==> src/rtl/route_lookup_unit_pkg.sv <==
// Shared routing definitions: port encoding, routing mode and the
// dimension-order routing function used to fill lookup tables.
package noc_route_pkg;

  localparam int PORT_LOCAL = 0;
  localparam int PORT_N     = 1;
  localparam int PORT_S     = 2;
  localparam int PORT_E     = 3;
  localparam int PORT_W     = 4;

  typedef enum logic {
    ROUTE_XY = 1'b0,
    ROUTE_YX = 1'b1
  } route_mode_e;

  typedef enum logic {
    ST_INIT  = 1'b0,
    ST_READY = 1'b1
  } lookup_state_e;

  // Output port from own (r, c) towards destination (i, j).
  function automatic int dor_port(input int r, input int c, input int i, input int j,
                                  input route_mode_e mode);
    int port;
    if (i == r && j == c) begin
      port = PORT_LOCAL;
    end else if (mode == ROUTE_XY) begin
      if (j != c) port = (j < c) ? PORT_W : PORT_E;
      else        port = (i < r) ? PORT_N : PORT_S;
    end else begin
      if (i != r) port = (i < r) ? PORT_N : PORT_S;
      else        port = (j < c) ? PORT_W : PORT_E;
    end
    return port;
  endfunction

endpackage

==> src/rtl/route_lookup_unit_if.sv <==
// Lookup request/response handshake bundle between header decode
// (master) and the routing table (slave).
interface route_lookup_unit_if #(
  parameter int ADDR_W = 2,
  parameter int PORT_W = 3
);
  logic              req_valid;
  logic              req_ready;
  logic [ADDR_W-1:0] req_dest;
  logic              rsp_valid;
  logic              rsp_ready;
  logic [PORT_W-1:0] rsp_port;
  logic              rsp_err;

  modport master (
    output req_valid, req_dest, rsp_ready,
    input  req_ready, rsp_valid, rsp_port, rsp_err
  );

  modport slave (
    input  req_valid, req_dest, rsp_ready,
    output req_ready, rsp_valid, rsp_port, rsp_err
  );
endinterface

==> src/rtl/route_lookup_unit_entry_calc.sv <==
// Combinational route for one table entry: own address is {row, col},
// table entries are indexed row-major (row = idx / NUM_COLS).
module route_entry_calc
  import noc_route_pkg::*;
#(
  parameter int NUM_COLS       = 2,
  parameter int ROUTE_WIDTH    = 3,
  parameter int RTR_ADDR_WIDTH = 2
) (
  input  logic [RTR_ADDR_WIDTH-1:0] own_addr,
  input  route_mode_e               mode,
  input  logic [RTR_ADDR_WIDTH-1:0] dest_idx,
  output logic [ROUTE_WIDTH-1:0]    port
);

  localparam int COL_W    = $clog2(NUM_COLS);
  localparam int COL_SPAN = 1 << COL_W;

  int own_row;
  int own_col;
  int dst_row;
  int dst_col;

  always_comb begin
    own_row = int'(own_addr) / COL_SPAN;
    own_col = int'(own_addr) % COL_SPAN;
    dst_row = int'(dest_idx) / NUM_COLS;
    dst_col = int'(dest_idx) % NUM_COLS;
    port    = ROUTE_WIDTH'(dor_port(own_row, own_col, dst_row, dst_col, mode));
  end

endmodule

==> src/rtl/route_lookup_unit.sv <==
// Registered routing-table lookup: fills a dimension-order table after reset
// or rebuild, then serves one lookup per cycle with config-write overrides.
module route_lookup_unit
  import noc_route_pkg::*;
#(
  parameter int NUM_ROWS       = 2,
  parameter int NUM_COLS       = 2,
  parameter int NUM_OUTPUTS    = 5,
  parameter int ROUTE_WIDTH    = $clog2(NUM_OUTPUTS),
  parameter int RTR_ADDR_WIDTH = $clog2(NUM_ROWS*NUM_COLS)
) (
  input  logic                      clk,
  input  logic                      rst_n,
  input  logic [RTR_ADDR_WIDTH-1:0] router_address,
  input  logic                      route_mode,
  input  logic                      rebuild,
  input  logic                      cfg_wr,
  input  logic [RTR_ADDR_WIDTH-1:0] cfg_idx,
  input  logic [ROUTE_WIDTH-1:0]    cfg_port,
  output logic                      init_done,
  route_lookup_unit_if.slave        bus
);

  localparam int                        N        = NUM_ROWS * NUM_COLS;
  localparam logic [RTR_ADDR_WIDTH-1:0] LAST_IDX = RTR_ADDR_WIDTH'(N - 1);

  lookup_state_e               state, state_nxt;
  logic [RTR_ADDR_WIDTH-1:0]   idx, idx_nxt;
  logic [RTR_ADDR_WIDTH-1:0]   own_q, own_cur;
  route_mode_e                 mode_q, mode_cur;
  logic                        fill_start;
  logic [ROUTE_WIDTH-1:0]      fill_port;
  logic [ROUTE_WIDTH-1:0]      tbl [N];
  logic                        dest_ok;
  logic                        cfg_ok;
  logic                        accept;

  // The first fill cycle uses the live inputs and latches them for the rest.
  assign fill_start = (state == ST_INIT) && (idx == '0);
  assign own_cur    = fill_start ? router_address : own_q;
  assign mode_cur   = fill_start ? route_mode_e'(route_mode) : mode_q;
  assign dest_ok    = int'(bus.req_dest) < N;
  assign cfg_ok     = int'(cfg_idx) < N;
  assign accept     = bus.req_valid && bus.req_ready;

  route_entry_calc #(
    .NUM_COLS       (NUM_COLS),
    .ROUTE_WIDTH    (ROUTE_WIDTH),
    .RTR_ADDR_WIDTH (RTR_ADDR_WIDTH)
  ) u_calc (
    .own_addr (own_cur),
    .mode     (mode_cur),
    .dest_idx (idx),
    .port     (fill_port)
  );

  always_ff @(posedge clk or negedge rst_n) begin
    if (!rst_n) begin
      state  <= ST_INIT;
      idx    <= '0;
      own_q  <= '0;
      mode_q <= ROUTE_XY;
    end else begin
      state <= state_nxt;
      idx   <= idx_nxt;
      if (fill_start) begin
        own_q  <= router_address;
        mode_q <= route_mode_e'(route_mode);
      end
    end
  end

  always_comb begin
    state_nxt     = state;
    idx_nxt       = idx;
    init_done     = 1'b0;
    bus.req_ready = 1'b0;
    case (state)
      ST_INIT: begin
        idx_nxt = idx + 1'b1;
        if (idx == LAST_IDX) begin
          state_nxt = ST_READY;
          idx_nxt   = '0;
        end
      end
      ST_READY: begin
        init_done     = 1'b1;
        bus.req_ready = !bus.rsp_valid || bus.rsp_ready;
        if (rebuild) begin
          state_nxt = ST_INIT;
          idx_nxt   = '0;
        end
      end
      default: state_nxt = ST_INIT;
    endcase
  end

  // Table storage: fill has priority; config writes only land in READY.
  always_ff @(posedge clk) begin
    if (state == ST_INIT) begin
      tbl[idx] <= fill_port;
    end else if (cfg_wr && cfg_ok) begin
      tbl[cfg_idx] <= cfg_port;
    end
  end

  // Response stage: reads the pre-write table, so a same-cycle config write
  // to the looked-up index returns the old value.
  always_ff @(posedge clk or negedge rst_n) begin
    if (!rst_n) begin
      bus.rsp_valid <= 1'b0;
      bus.rsp_port  <= '0;
      bus.rsp_err   <= 1'b0;
    end else if (accept) begin
      bus.rsp_valid <= 1'b1;
      bus.rsp_port  <= dest_ok ? tbl[bus.req_dest] : '0;
      bus.rsp_err   <= !dest_ok;
    end else if (bus.rsp_ready) begin
      bus.rsp_valid <= 1'b0;
    end
  end

endmodule

==> src/flat_wrapper.sv <==
// flat-port wrapper written by rule: the top's interface ports become plain ports
module route_lookup_unit_flat import noc_route_pkg::*;
#(
  parameter int NUM_ROWS       = 2,
  parameter int NUM_COLS       = 2,
  parameter int NUM_OUTPUTS    = 5,
  parameter int ROUTE_WIDTH    = $clog2(NUM_OUTPUTS),
  parameter int RTR_ADDR_WIDTH = $clog2(NUM_ROWS*NUM_COLS)
)
  (clk, rst_n, router_address, route_mode, rebuild, cfg_wr, cfg_idx, cfg_port, init_done, bus_req_valid, bus_req_dest, bus_rsp_ready, bus_req_ready, bus_rsp_valid, bus_rsp_port, bus_rsp_err);
  route_lookup_unit_if #(.ADDR_W(2), .PORT_W(3)) bus_i ();
  input  logic clk;
  input  logic rst_n;
  input  logic [RTR_ADDR_WIDTH-1:0] router_address;
  input  logic route_mode;
  input  logic rebuild;
  input  logic cfg_wr;
  input  logic [RTR_ADDR_WIDTH-1:0] cfg_idx;
  input  logic [ROUTE_WIDTH-1:0] cfg_port;
  output logic init_done;
  input wire logic [$bits(bus_i.req_valid)-1:0] bus_req_valid;
  input wire logic [$bits(bus_i.req_dest)-1:0] bus_req_dest;
  input wire logic [$bits(bus_i.rsp_ready)-1:0] bus_rsp_ready;
  output wire logic [$bits(bus_i.req_ready)-1:0] bus_req_ready;
  output wire logic [$bits(bus_i.rsp_valid)-1:0] bus_rsp_valid;
  output wire logic [$bits(bus_i.rsp_port)-1:0] bus_rsp_port;
  output wire logic [$bits(bus_i.rsp_err)-1:0] bus_rsp_err;
  assign bus_i.req_valid = bus_req_valid;
  assign bus_i.req_dest = bus_req_dest;
  assign bus_i.rsp_ready = bus_rsp_ready;
  assign bus_req_ready = bus_i.req_ready;
  assign bus_rsp_valid = bus_i.rsp_valid;
  assign bus_rsp_port = bus_i.rsp_port;
  assign bus_rsp_err = bus_i.rsp_err;
  route_lookup_unit #(.NUM_ROWS(NUM_ROWS), .NUM_COLS(NUM_COLS), .NUM_OUTPUTS(NUM_OUTPUTS), .ROUTE_WIDTH(ROUTE_WIDTH), .RTR_ADDR_WIDTH(RTR_ADDR_WIDTH)) u_core (.clk(clk), .rst_n(rst_n), .router_address(router_address), .route_mode(route_mode), .rebuild(rebuild), .cfg_wr(cfg_wr), .cfg_idx(cfg_idx), .cfg_port(cfg_port), .init_done(init_done), .bus(bus_i));
endmodule
==> config.mk <==
export PLATFORM = sky130hd
export DESIGN_NAME = route_lookup_unit_flat
export DESIGN_NICKNAME = d
export VERILOG_FILES = /design/src/rtl/route_lookup_unit_pkg.sv /design/src/rtl/route_lookup_unit_if.sv /design/src/rtl/route_lookup_unit_entry_calc.sv /design/src/rtl/route_lookup_unit.sv /design/src/flat_wrapper.sv
export SDC_FILE = /design/constraint.sdc
export NUM_CORES = 1
export LEC_CHECK = 0
export CAP_MARGIN = 20
export CORE_ASPECT_RATIO = 0.75
export CORE_UTILIZATION = 56
export CTS_BUF_LIST = sky130_fd_sc_hd__clkbuf_8
export DETAILED_ROUTE_END_ITERATION = 7
export PLACE_DENSITY_LB_ADDON = 0.1
export RECOVER_POWER = 50
export SYNTH_ARGS = -nofsm -noshare
export SYNTH_HDL_FRONTEND = slang
export SYNTH_SLANG_ARGS = --single-unit
export TNS_END_PERCENT = 20
==> constraint.sdc <==
create_clock -name clk -period 6.7 [get_ports clk]
set_clock_uncertainty 0.2 [all_clocks]
set_input_delay 1.34 -clock clk [delete_from_list [all_inputs] [get_ports clk]]
set_output_delay 1.34 -clock clk [all_outputs]
set_load 0.05 [all_outputs]
Word level (Yosys, flattened, before mapping)
Memories as Yosys holds them, arrays and structs flattened. A register that Yosys moved wholly into a read port is not among the register bits.
Cells that the tools add are included.
{"block": "totals", "ff_bits": 7, "mem_bits_rw": 12, "input_bits": 16, "out_inout_bits": 7, "elab_cells": 50, "memories": 1}
{"memory": "u_core.tbl", "depth": 4, "word_bits": 3, "read_ports": 1, "rd_clocked_by_memory_dff": 1, "wr": 1, "line": "route_lookup_unit.sv:33", "rtl": "logic [ROUTE_WIDTH-1:0] tbl [N];"}
{"block": "op_classes", "addsub": 1, "magnitude_cmp": 2, "n_eq_ne": 6, "mux": 25, "n_bitwise": 1, "n_reduce_logical": 9}
{"op": "$mux W3", "count": 6}
{"op": "$mux W1", "count": 12}
{"op": "$mux W2", "count": 5}
{"op": "$pmux W2 S2", "count": 1}
{"op": "$logic_and A1 B1 Y1", "count": 3}
{"op": "$reduce_or A3 Y1", "count": 1}
{"op": "$add A2 B1 Y2 const B", "count": 1}
{"op": "$eq A1 B1 Y1", "count": 2}
{"op": "$eq A2 B2 Y1 const B", "count": 1}
{"op": "$logic_not A1 Y1", "count": 2}
{"op": "$logic_not A2 Y1", "count": 1}
{"op": "$lt A1 B1 Y1", "count": 2}
{"op": "$ne A1 B1 Y1", "count": 2}
{"op": "$ne A2 B2 Y1 const B", "count": 1}
{"op": "$pmux W1 S2", "count": 1}
{"op": "$reduce_bool A2 Y1", "count": 1}
{"op": "$logic_or A1 B1 Y1", "count": 1}
{"op": "$not A1 Y1", "count": 1}

Longest topological paths before layout
{"block": "logic_depth", "depth_word": 9, "ltp_mapped": 9, "ltp_nobuf": 9}

Cells and area by module
From an unflattened synthesis, not the netlist that was laid out.
{"block": "unflattened", "cells_unflattened": 74, "hier_area_um2": 1039.7}
{"module": "route_lookup_unit", "instances": 1, "cells_each": 62, "area_each_um2": 948.4, "seq_area_each_um2": 610.6}
{"module": "route_entry_calc", "instances": 1, "cells_each": 12, "area_each_um2": 91.3, "seq_area_each_um2": 0.0}

Worst setup path after synthesis
No wires, ideal clock.
{"block": "synth_path", "kind": "input port to output port", "from": "in bus_rsp_ready", "to": "out bus_req_ready", "arrival_time_ns": 1.880, "path_slack_ns": 3.280, "cell_stages": 2, "n_path_buf": 0, "cell_sequence": "nand2b_1 and2_1"}
{"block": "synth_between", "elab_chain_len": 2}
{"item": "start, declared", "line": "flat_wrapper.sv:23", "rtl": "input wire logic [$bits(bus_i.rsp_ready)-1:0] bus_rsp_ready;"}
{"item": "$logic_or A1 B1 Y1", "line": "route_lookup_unit.sv:88", "rtl": "bus.req_ready = !bus.rsp_valid || bus.rsp_ready;"}
{"item": "$mux W1", "line": "route_lookup_unit.sv:78", "rtl": "case (state)"}
{"item": "end, declared", "line": "flat_wrapper.sv:24", "rtl": "output wire logic [$bits(bus_i.req_ready)-1:0] bus_req_ready;"}
Every way passes these cells.

Final worst setup path
Ends and elaborated chain as after synthesis.

==> impl_metrics.csv <==
group,metric,value,unit
layout,area_delta_synth_final,25.0,%
synth,async_flop_share,45.5,%
global_routing,grt_max_degree,16,
global_routing,grt.met1_usage,23.4,%
timing,layout_setup_ws,2.31,ns
clock_network,clkTransAtPathRegs,0.07,ns
placement,pre_cts_ws,2.32,ns
timing,fin_setup_tns,0,ns
power,net-switching-power,0.290,mW
timing,worst_pin_slew,0.572,ns
timing,final.min_clock_period,4.39,ns
die,fp.coreArea,1790,sq um
global_routing,met2_resource_use_gr,37.0,%
route,antenna_violating_nets_post_route,0,
critical_path,critical_path_peak_fanout,2,
route,first_pass_iteration_count_of_the_detailed_router,4,
clock_network,worstSkewPairLatency,0.26,ns
layout,seqCellArea,611,sq um
worst_hold_path,worstHoldStart,"u_core.bus.rsp_valid$_DFFE_PN0P_",
critical_path,crit_required,5.16,ns
synth,synth_flop_cell,"edfxtp_1",
global_routing,grt_first_pass_wirelength,2.84,mm
die,floorplan.die.width,53.1,um
clock_network,cts_resized,0,
power,clkPwrFrac,12.3,%
clock_network,cts_root_buffer,"clkbuf_8",
timing,fmax,228,MHz
timing,final_hold_viol_count,0,
global_routing,grtUsageMet3,7.20,%
clock_network,cts_tree,"done",
power,switching_share,38.8,%
synth,yosys_warnings,0,
critical_path,setup.worst_path.start,"bus_rsp_ready",
synth,synth_edf_count,12,
timing,relSlewSlack,61.7,%
placement,place.gp.congestion,0.763,
synth,synth_cell_type_count,28,
power,power.ir.vdd_worst,373,uV
synth,synthesis.area,1090,sq um
critical_path,crit_type,"primary input to output port",
layout,multi_input_area,447,sq um
critical_path,r2r-start,"u_core.idx[0]$_DFFE_PN0P_",
layout,fillCellCount,120,
timing,fin_worst_hold_slack,0.300,ns
layout,net_count_of_the_finished_layout,124,
die,io_pins,23,
clock_network,tritoncts_num_sinks,22,
synth,ys_ff_latch,22,
timing,setup_violations,0,
route,dr_total_vias,687,
placement,port_buffers,21,
route,drtIter0Drc,7,
clock_network,ctsLongestPathBuffers,2,
layout,drive_gt1_share,13.7,%
clock_network,cts_made_buffers,3,
synth,synthCells,80,
critical_path,timing.critical_path.to_type,"output port",
global_routing,vias_in_the_first_global_route,636,
die,initial_utilization,61.2,%
clock_network,cts_htree_levels,1,
critical_path,arrival_time_worst_endpoint,2.85,ns
clock_network,post-cts-setup-buffers,0,
timing,slew_violations,0,
power,seq_power_share,37.6,%
layout,n_antenna_cell,0,
timing,rsz_0062_raised_after_global_routing,"no",
route,route.detailed.wl_per_inst,14.5,um
power,comb_power_share,50.2,%
clock_network,post_cts_hold_buffers,0,
job,max_cap_viol_count,0,
route,detail_route.drc_violations,0,
synth,post_synth.cell_area_avg,13.7,sq um
timing,period_share,65.5,%
synth,ys_seq_area_share,55.8,%
layout,final_common_cell,"clkdlybuf4s50_1",
global_routing,track_usage,20.2,%
global_routing,global_route.overflow_total,0,
route,avgViaCountPerCell,5.54,
power,p_int,0.456,mW
die,design.die.area,2140,sq um
synth,mappedNetlistNets,101,
worst_hold_path,holdCritPathClass,"flip-flop to flip-flop",
route,route.final.wire_length,1.80,mm
layout,most_frequent_cells_in_the_layout,"clkdlybuf4s50_1 (18), edfxtp_1 (12), dfrtp_1 (10)",
die,die_height,40.3,um
placement,post-dp-hpwl,1.48,mm
critical_path,start_kind,"primary input",
global_routing,busiest_layer,"met2",
power,power_per_cell_area,545,nW/um^2
die,rows,13,
power,power.leakage,0.539,nW
status,run_status,"finished clean",
global_routing,antenna_found_initial,0,
-- cells in the mapped netlist (2+ instances only) --
cell	number	area (sq um)
and2_1	2	12.5
inv_1	5	18.8
nor2_1	2	7.51
dfrtp_1	10	250
o31ai_2	2	25.0
mux2i_1	3	30.0
ha_1	5	62.6
mux2_2	5	56.3
o32ai_1	4	35.0
clkbuf_1	2	7.51
edfxtp_1	12	360
nand2_1	8	30.0
nand2b_1	3	18.8
mux4_2	3	67.6
-- per-layer routing --
layer / wire [um] / part of all wire, %
met5: 0 / 0
met4: 10 / 0.56
met3: 88 / 4.9
met2: 928 / 52
met1: 768 / 43
-- final cells by class --
type | instances | share of cell area (%)
Clock buffer | 4 | 4.02
Inverter | 5 | 1.37
Multi-Input combinational cell | 50 | 32.6
Sequential cell | 22 | 44.6
Tap cell | 22 | 2.01
Timing Repair Buffer | 21 | 15.4
-- power by group through the flow --
stage | logic, mW | clock network (mW) | registers [mW]
after floorplan | 0.251 | 0 | 0.318
after global placement | 0.371 | 0 | 0.279
after detailed placement | 0.385 | 0 | 0.284
after CTS | 0.387 | 0.0949 | 0.282
after global routing | 0.412 | 0.0983 | 0.289
final | 0.374 | 0.0914 | 0.280
-- through the flow --
step	total power [mW]	instances	area (sq um)	utilization (%)
finish	0.746	124	1370	76.5
detailed placement	0.669	120	1320	73.6
CTS	0.763	124	1370	76.7
global placement	0.650	120	1320	73.6
floorplan	0.568	80	1090	-
global route	0.799	124	1370	76.5
-- flip-flops by register name, summed over array words and instances (netlist names) --
signal,cells
u_core.tbl,12
u_core.bus.rsp_port,3
u_core.idx,2
u_core.own_q,2
u_core.bus.rsp_valid,1
u_core.mode_q,1
u_core.state,1
-- cell families after synthesis --
| logic type | share of synthesized area [%] |
|---|---|
| AOI/OAI and AO/OA | 9.60 |
| adders and majority gates | 5.71 |
| buffers and inverters | 3.09 |
| DFF | 55.8 |
| muxes | 15.4 |
| other | 0.343 |
| and+or+nand+nor | 10.1 |
-- worst max-delay path: stages --
cell             delay, ns
clkdlybuf4s50_1       0.45
nand2b_1              0.11
and2_0                0.15
clkdlybuf4s50_1       0.80
-- worst paths after layout --
path                                                      end  slack, ns  cells after the start
max reg2reg                        u_core.tbl[0][0]$_DFFE_PP_       3.78                      9
max in group asynchronous  u_core.bus.rsp_port[0]$_DFFE_PN0P_       4.73                      1
min reg2reg                  u_core.bus.rsp_valid$_DFFE_PN0P_       0.30                      2
max                                             bus_req_ready       2.31                      4
min in group asynchronous             u_core.mode_q$_DFF_PN0_       1.26                      1
min                          u_core.bus.rsp_valid$_DFFE_PN0P_       0.30                      2
Note: power is estimated with default switching activity, not from simulation.
